## src/rtl/dadda_mac_accumulator.sv

```systemverilog
// dadda_mac_accumulator
//   Accumulates the 16-bit unsigned product stream of the 8x8 Dadda multiplier
//   into a wide accumulator, one frame at a time (frames end on in_last), and
//   presents sum / beat count / sticky overflow on a valid/ready output port.
//
// Parameters:
//   ACC_W  accumulator width (>= 16)
//   CNT_W  beat counter width (>= 1), saturating
//
// Ports:
//   clk, rst_n                            clock, async active-low reset
//   in_valid, in_ready, in_product,
//   in_last                               product beat stream
//   out_valid, out_ready                  frame result handshake
//   out_acc, out_count, out_overflow      frame result
//
// Optional feature (macro DADDA_MAC_INREG_EN):
//   registers in_product/in_last ahead of the adder; last-beat latency N+2.

module dadda_mac_accumulator #(
    parameter int unsigned ACC_W = 24,
    parameter int unsigned CNT_W = 8
) (
    input  logic             clk,
    input  logic             rst_n,
    input  logic             in_valid,
    output logic             in_ready,
    input  logic [15:0]      in_product,
    input  logic             in_last,
    output logic             out_valid,
    input  logic             out_ready,
    output logic [ACC_W-1:0] out_acc,
    output logic [CNT_W-1:0] out_count,
    output logic             out_overflow
);

    if (ACC_W < 16) begin : g_acc_w_check
        $error("dadda_mac_accumulator: ACC_W must be >= 16");
    end
    if (CNT_W < 1) begin : g_cnt_w_check
        $error("dadda_mac_accumulator: CNT_W must be >= 1");
    end

    typedef enum logic [0:0] {StAccum, StDrain} state_t;

    state_t             state;
    logic [ACC_W-1:0]   acc;
    logic [CNT_W-1:0]   cnt;
    logic               ovf;
    logic               rdy;
    logic               vld;

    logic               accept;
    logic               add_valid;
    logic [15:0]        add_prod;
    logic               add_last;
    logic [ACC_W:0]     sum;

    // rdy is only ever set in StAccum, so accept implies StAccum.
    assign accept = in_valid & rdy;

`ifdef DADDA_MAC_INREG_EN
    logic               pipe_valid;
    logic [15:0]        pipe_prod;
    logic               pipe_last;

    assign add_valid = pipe_valid;
    assign add_prod  = pipe_prod;
    assign add_last  = pipe_last;
`else
    assign add_valid = accept;
    assign add_prod  = in_product;
    assign add_last  = in_last;
`endif

    // Extra top bit captures the carry out of bit ACC_W-1.
    assign sum = {1'b0, acc} + {{(ACC_W - 15){1'b0}}, add_prod};

    always_ff @(posedge clk or negedge rst_n) begin
        if (!rst_n) begin
            state <= StAccum;
            acc   <= '0;
            cnt   <= '0;
            ovf   <= 1'b0;
            rdy   <= 1'b0;
            vld   <= 1'b0;
`ifdef DADDA_MAC_INREG_EN
            pipe_valid <= 1'b0;
            pipe_prod  <= '0;
            pipe_last  <= 1'b0;
`endif
        end else begin
`ifdef DADDA_MAC_INREG_EN
            pipe_valid <= accept;
            if (accept) begin
                pipe_prod <= in_product;
                pipe_last <= in_last;
            end
`endif
            unique case (state)
                StAccum: begin
`ifdef DADDA_MAC_INREG_EN
                    // Keep ready low while the last beat is still in the register stage.
                    if (accept && in_last) begin
                        rdy <= 1'b0;
                    end else if (!(pipe_valid && pipe_last)) begin
                        rdy <= 1'b1;
                    end
`else
                    rdy <= !(accept && in_last);
`endif
                    if (add_valid) begin
                        acc <= sum[ACC_W-1:0];
                        ovf <= ovf | sum[ACC_W];
                        if (cnt != {CNT_W{1'b1}}) begin
                            cnt <= cnt + CNT_W'(1);
                        end
                        if (add_last) begin
                            state <= StDrain;
                            vld   <= 1'b1;
                        end
                    end
                end
                StDrain: begin
                    if (out_ready) begin
                        state <= StAccum;
                        vld   <= 1'b0;
                        acc   <= '0;
                        cnt   <= '0;
                        ovf   <= 1'b0;
                        rdy   <= 1'b1;
                    end
                end
                default: state <= StAccum;
            endcase
        end
    end

    assign in_ready     = rdy;
    assign out_valid    = vld;
    assign out_acc      = acc;
    assign out_count    = cnt;
    assign out_overflow = ovf;

endmodule
```

## config.mk

```make
export PLATFORM = sky130hd
export DESIGN_NAME = dadda_mac_accumulator
export DESIGN_NICKNAME = d
export VERILOG_FILES = /design/src/rtl/dadda_mac_accumulator.sv
export SDC_FILE = /design/constraint.sdc
export NUM_CORES = 1
export LEC_CHECK = 0
export CORE_UTILIZATION = 50
export CTS_BUF_LIST = sky130_fd_sc_hd__clkbuf_16
export DETAILED_ROUTE_END_ITERATION = 10
export PLACE_DENSITY = 0.86
export SETUP_SLACK_MARGIN = 0.02
export SLEW_MARGIN = 5
export SYNTH_ARGS = -nofsm -noshare
export SYNTH_HDL_FRONTEND = slang
export SYNTH_SLANG_ARGS = --single-unit
```

## constraint.sdc

```tcl
create_clock -name clk -period 2.3 [get_ports clk]
set_input_delay 0.46 -clock clk [delete_from_list [all_inputs] [get_ports clk]]
set_output_delay 0.46 -clock clk [all_outputs]
set_load 0.005 [all_outputs]
```

==> reports/qor.txt <==
Reg2Reg Setup Slack - 130 ps
Gr ovfl total - 0
Hold Crit Start - out_valid
Final nets - 380
Clk sinks - 36
Routed WL - 7.34 mm
Switching part of the total - 0.385
CP Capture Type - flop
Count of flip-flops with a built-in enable after synthesis - 0
Violated checks - setup timing
Number of remaining DRC errors - 0
Post-route cell area - 3580 µm²
Initial DRT Pass Iterations - 4
P_sw - 0.00169 W
Yosys cell types - 47
Crit path time final - 2300 ps
IO buf count - 55
Max-Cap Viols - 0
Final core utilization - 0.816
Hold Path End - out_valid
Largest net degree at the start of global routing - 37
Core Area - 4380 µm²
# rows - 24
Main synth FF type - dfrtp_1
Clock latency at the later pin of the worst-skew pair - 280 ps
Top-count cell post-synth - dfrtp_1
Post-DP HPWL - 4.45 mm
Die Area - 4890 µm²
Reg-to-Reg Start - out_acc[0]
Critical path cell sequence - clkdlybuf4s50_1, ha_1, a21oi_2, o211ai_1, a21oi_2, a21oi_1, o21a_1, o31ai_1
Comb power frac - 0.582
Final worst slack - -0.735 ps
Syn avg cell area - 9.46 µm²
CTS Hold Bufs - 0
Power per cell area - 1220 nW/µm²
Async set-reset flop share out of synthesis - 1.00
Top Ports - 56
Antenna Cells - 0
Clk buf depth - 2
Iter 0 DRT Violations - 207
Final setup skew - 6.12 ps
Layout cells sized above 1 - 0.269
Initial antenna violation count - 0
Yosys top cell area share - 0.390
Seq/Total Area, Yosys - 0.390
Lkg Pwr - 1.60 nW
Status - complete, but fails checks
Worst hold path stage count - 2
Dpl cells - 381
Final setup fails - 1
Post-DR vias/cell - 6.05
Drt wl/cell - 18.6 µm
Fmax achieved - 435 MHz
Worst-margin pin slew - 466 ps
Crit path max-delay family - compound AO/OA/AOI/OAI gates
Slew Viols, Final - 0
Fill cell count - 252
Int Power - 0.00269 W
Initial Util - 0.526
GP Congestion - 0.857
Post-DP Area - 3170 µm²
Min-delay worst type - flop to flop
Via count - 2,385
Tcrit/Tclk final - 1.00
CP peak stage delay - 410 ps
First-pass GRT wire length - 11.5 mm
Worst-path clk slew - 60 ps
Final hold violation count - 0
Vias in the first global route - 2,378
Flop pwr share - 0.242
Htree depth - 2
Critical Path AT - 2460 ps
Worst reg2reg path endpoint - out_acc[22]
Largest area contributor in the netlist - dfrtp_1
Flop and latch count out of synthesis - 36
P&R area growth vs syn - 55.1%
CP max-delay cell - clkdlybuf4s50_1
Clk pwr share - 0.176
Final Non-Filler Cells - 394
GRT Util Overall - 0.292
TritonCTS clock tree - built
Peak supply drop - 794 µV
CTS Root Buffer Type - clkbuf_16
CP Class - input pin to flop
Post-Syn Area - 2310 µm²
Cell depth of the worst flop-to-flop path - 9
Buffer and inverter count on the worst path - 1
Worst setup SP type - input pin
Synth cell count leaders - dfrtp_1, nand2_1, nand3_1
Critical path required time - 2460 ps
Die width - 69.9 µm
Most frequent CP cell - a21oi_2
Die H - 69.9 µm
Synth warnings - 0
Crit-path max FO - 3
PnR Total Power - 0.00438 W
Post-DRT Antenna Nets - 0
Slew HR - 0.689
Cells after Synth - 244
Synth top area cells - dfrtp_1, ha_1, nand3_1, nand2_1, o21ai_0
Total CTS buffers - 5
Post-Syn Nets - 283
==> power groups by stage <==
stage	sequential, W	combinational, W	clock (W)
floorplan	0.00101	0.00110	0
global placement	0.00102	0.00204	0
detailed placement	0.00103	0.00211	0
CTS	0.00102	0.00225	0.000767
global route	0.00108	0.00273	0.000805
finish	0.00106	0.00255	0.000770
==> flip-flops by register name, summed over array words and instances (netlist names) <==
| name | cells |
|---|---|
| in_ready | 1 |
| out_acc | 24 |
| out_count | 8 |
| out_overflow | 1 |
| out_valid | 1 |
| state | 1 |
==> worst register-to-register path, stage by stage, from the launching register on <==
cell and delay (ps):
dfrtp_1 400, ha_2 200, fa_2 360, a21oi_2 160, o211ai_1 100, a21o_2 250
a31oi_4 270, buf_4 170, o211ai_1 90, o31ai_1 90
==> cells by family after synthesis <==
family,share of synthesized area
adders and majority gates,0.101
buffers and inverters,0.0179
muxes,0.0222
DFF,0.390
AOI/OAI and AO/OA,0.212
and+or+nand+nor,0.196
xor gates and xnor gates,0.0607
==> layout make-up <==
class	instances	area [µm²]	share of cell area
Clock buffer	5	125	0.0350
Clock inverter	3	38.8	0.0108
Inverter	5	18.8	0.00524
Multi-Input combinational cell	197	1560	0.437
Sequential cell	36	901	0.252
Tap cell	52	65.1	0.0182
Timing Repair Buffer	96	866	0.242
==> layer usage <==
metal  part of all wire  up-vias  track usage
met1               0.41     1155        0.365
met4              0.030        0        0.104
met3              0.055       25       0.0563
met2               0.51      108        0.503
li1                   -     1097            -
met5                  0        -            0
==> worst max path at each step <==
stage | from | endpoint | slack [ps] | depth (start not counted)
6_report | in_product[10] | out_acc[15] | -0.7 | 8
5_1_grt | in_product[10] | out_acc[15] | -90 | 8
4_1_cts | in_product[4] | out_acc[18] | -20 | 9
3_5_place_dp | in_product[0] | out_acc[20] | -540 | 9
3_3_place_gp | in_product[0] | out_acc[14] | -420 | 9
2_1_floorplan | in_product[0] | out_acc[20] | 90 | 8
==> placed cells by master, fill, tap and decap left out, types with 2 or more instances in the layout <==
master            n
nand2_2           3
o21a_1            2
a21oi_2          10
nand3_1          20
nand4_2           2
a21oi_1           9
ha_1              9
a21o_1            5
o21ai_0          17
dlymetal6s2s_1    2
and2_1            2
or3_1             2
and3_1            2
clkdlybuf4s50_1  52
o31a_1            2
inv_1             6
o21ai_1           3
nor3_2            2
nand2_1          25
nor3_1            2
o31ai_1           5
nor2_1           10
xor2_1            8
buf_4            40
mux2i_1           4
nor2b_1           2
dfrtp_1          36
nand4_1           7
nand3_2           2
xnor2_1           8
clkbuf_16         5
ha_4              6
a31o_2            2
and2_2            2
ha_2              2
o211ai_1          4
==> through the flow <==
| step | setup TNS, ps | setup WS (ps) | hold WS [ps] |
|---|---|---|---|
| 2_1_floorplan | 0 | 86.9 | 164 |
| 3_3_place_gp | -4150 | -416 | 472 |
| 3_5_place_dp | -6740 | -541 | 479 |
| 4_1_cts | -33.2 | -18.0 | 488 |
| 5_1_grt | -167 | -85.2 | 504 |
| 6_report | -0.735 | -0.735 | 481 |
==> timing repair <==
| action | 4_1_cts | 5_1_grt |
|---|---|---|
| gates cloned | 0 | 0 |
| resized for setup | 10 | 32 |
| setup buffers | 4 | 1 |
| pin swaps | 8 | 14 |
| setup endpoints to repair | 14 | 16 |
Note: power is estimated with default switching activity, not from simulation.
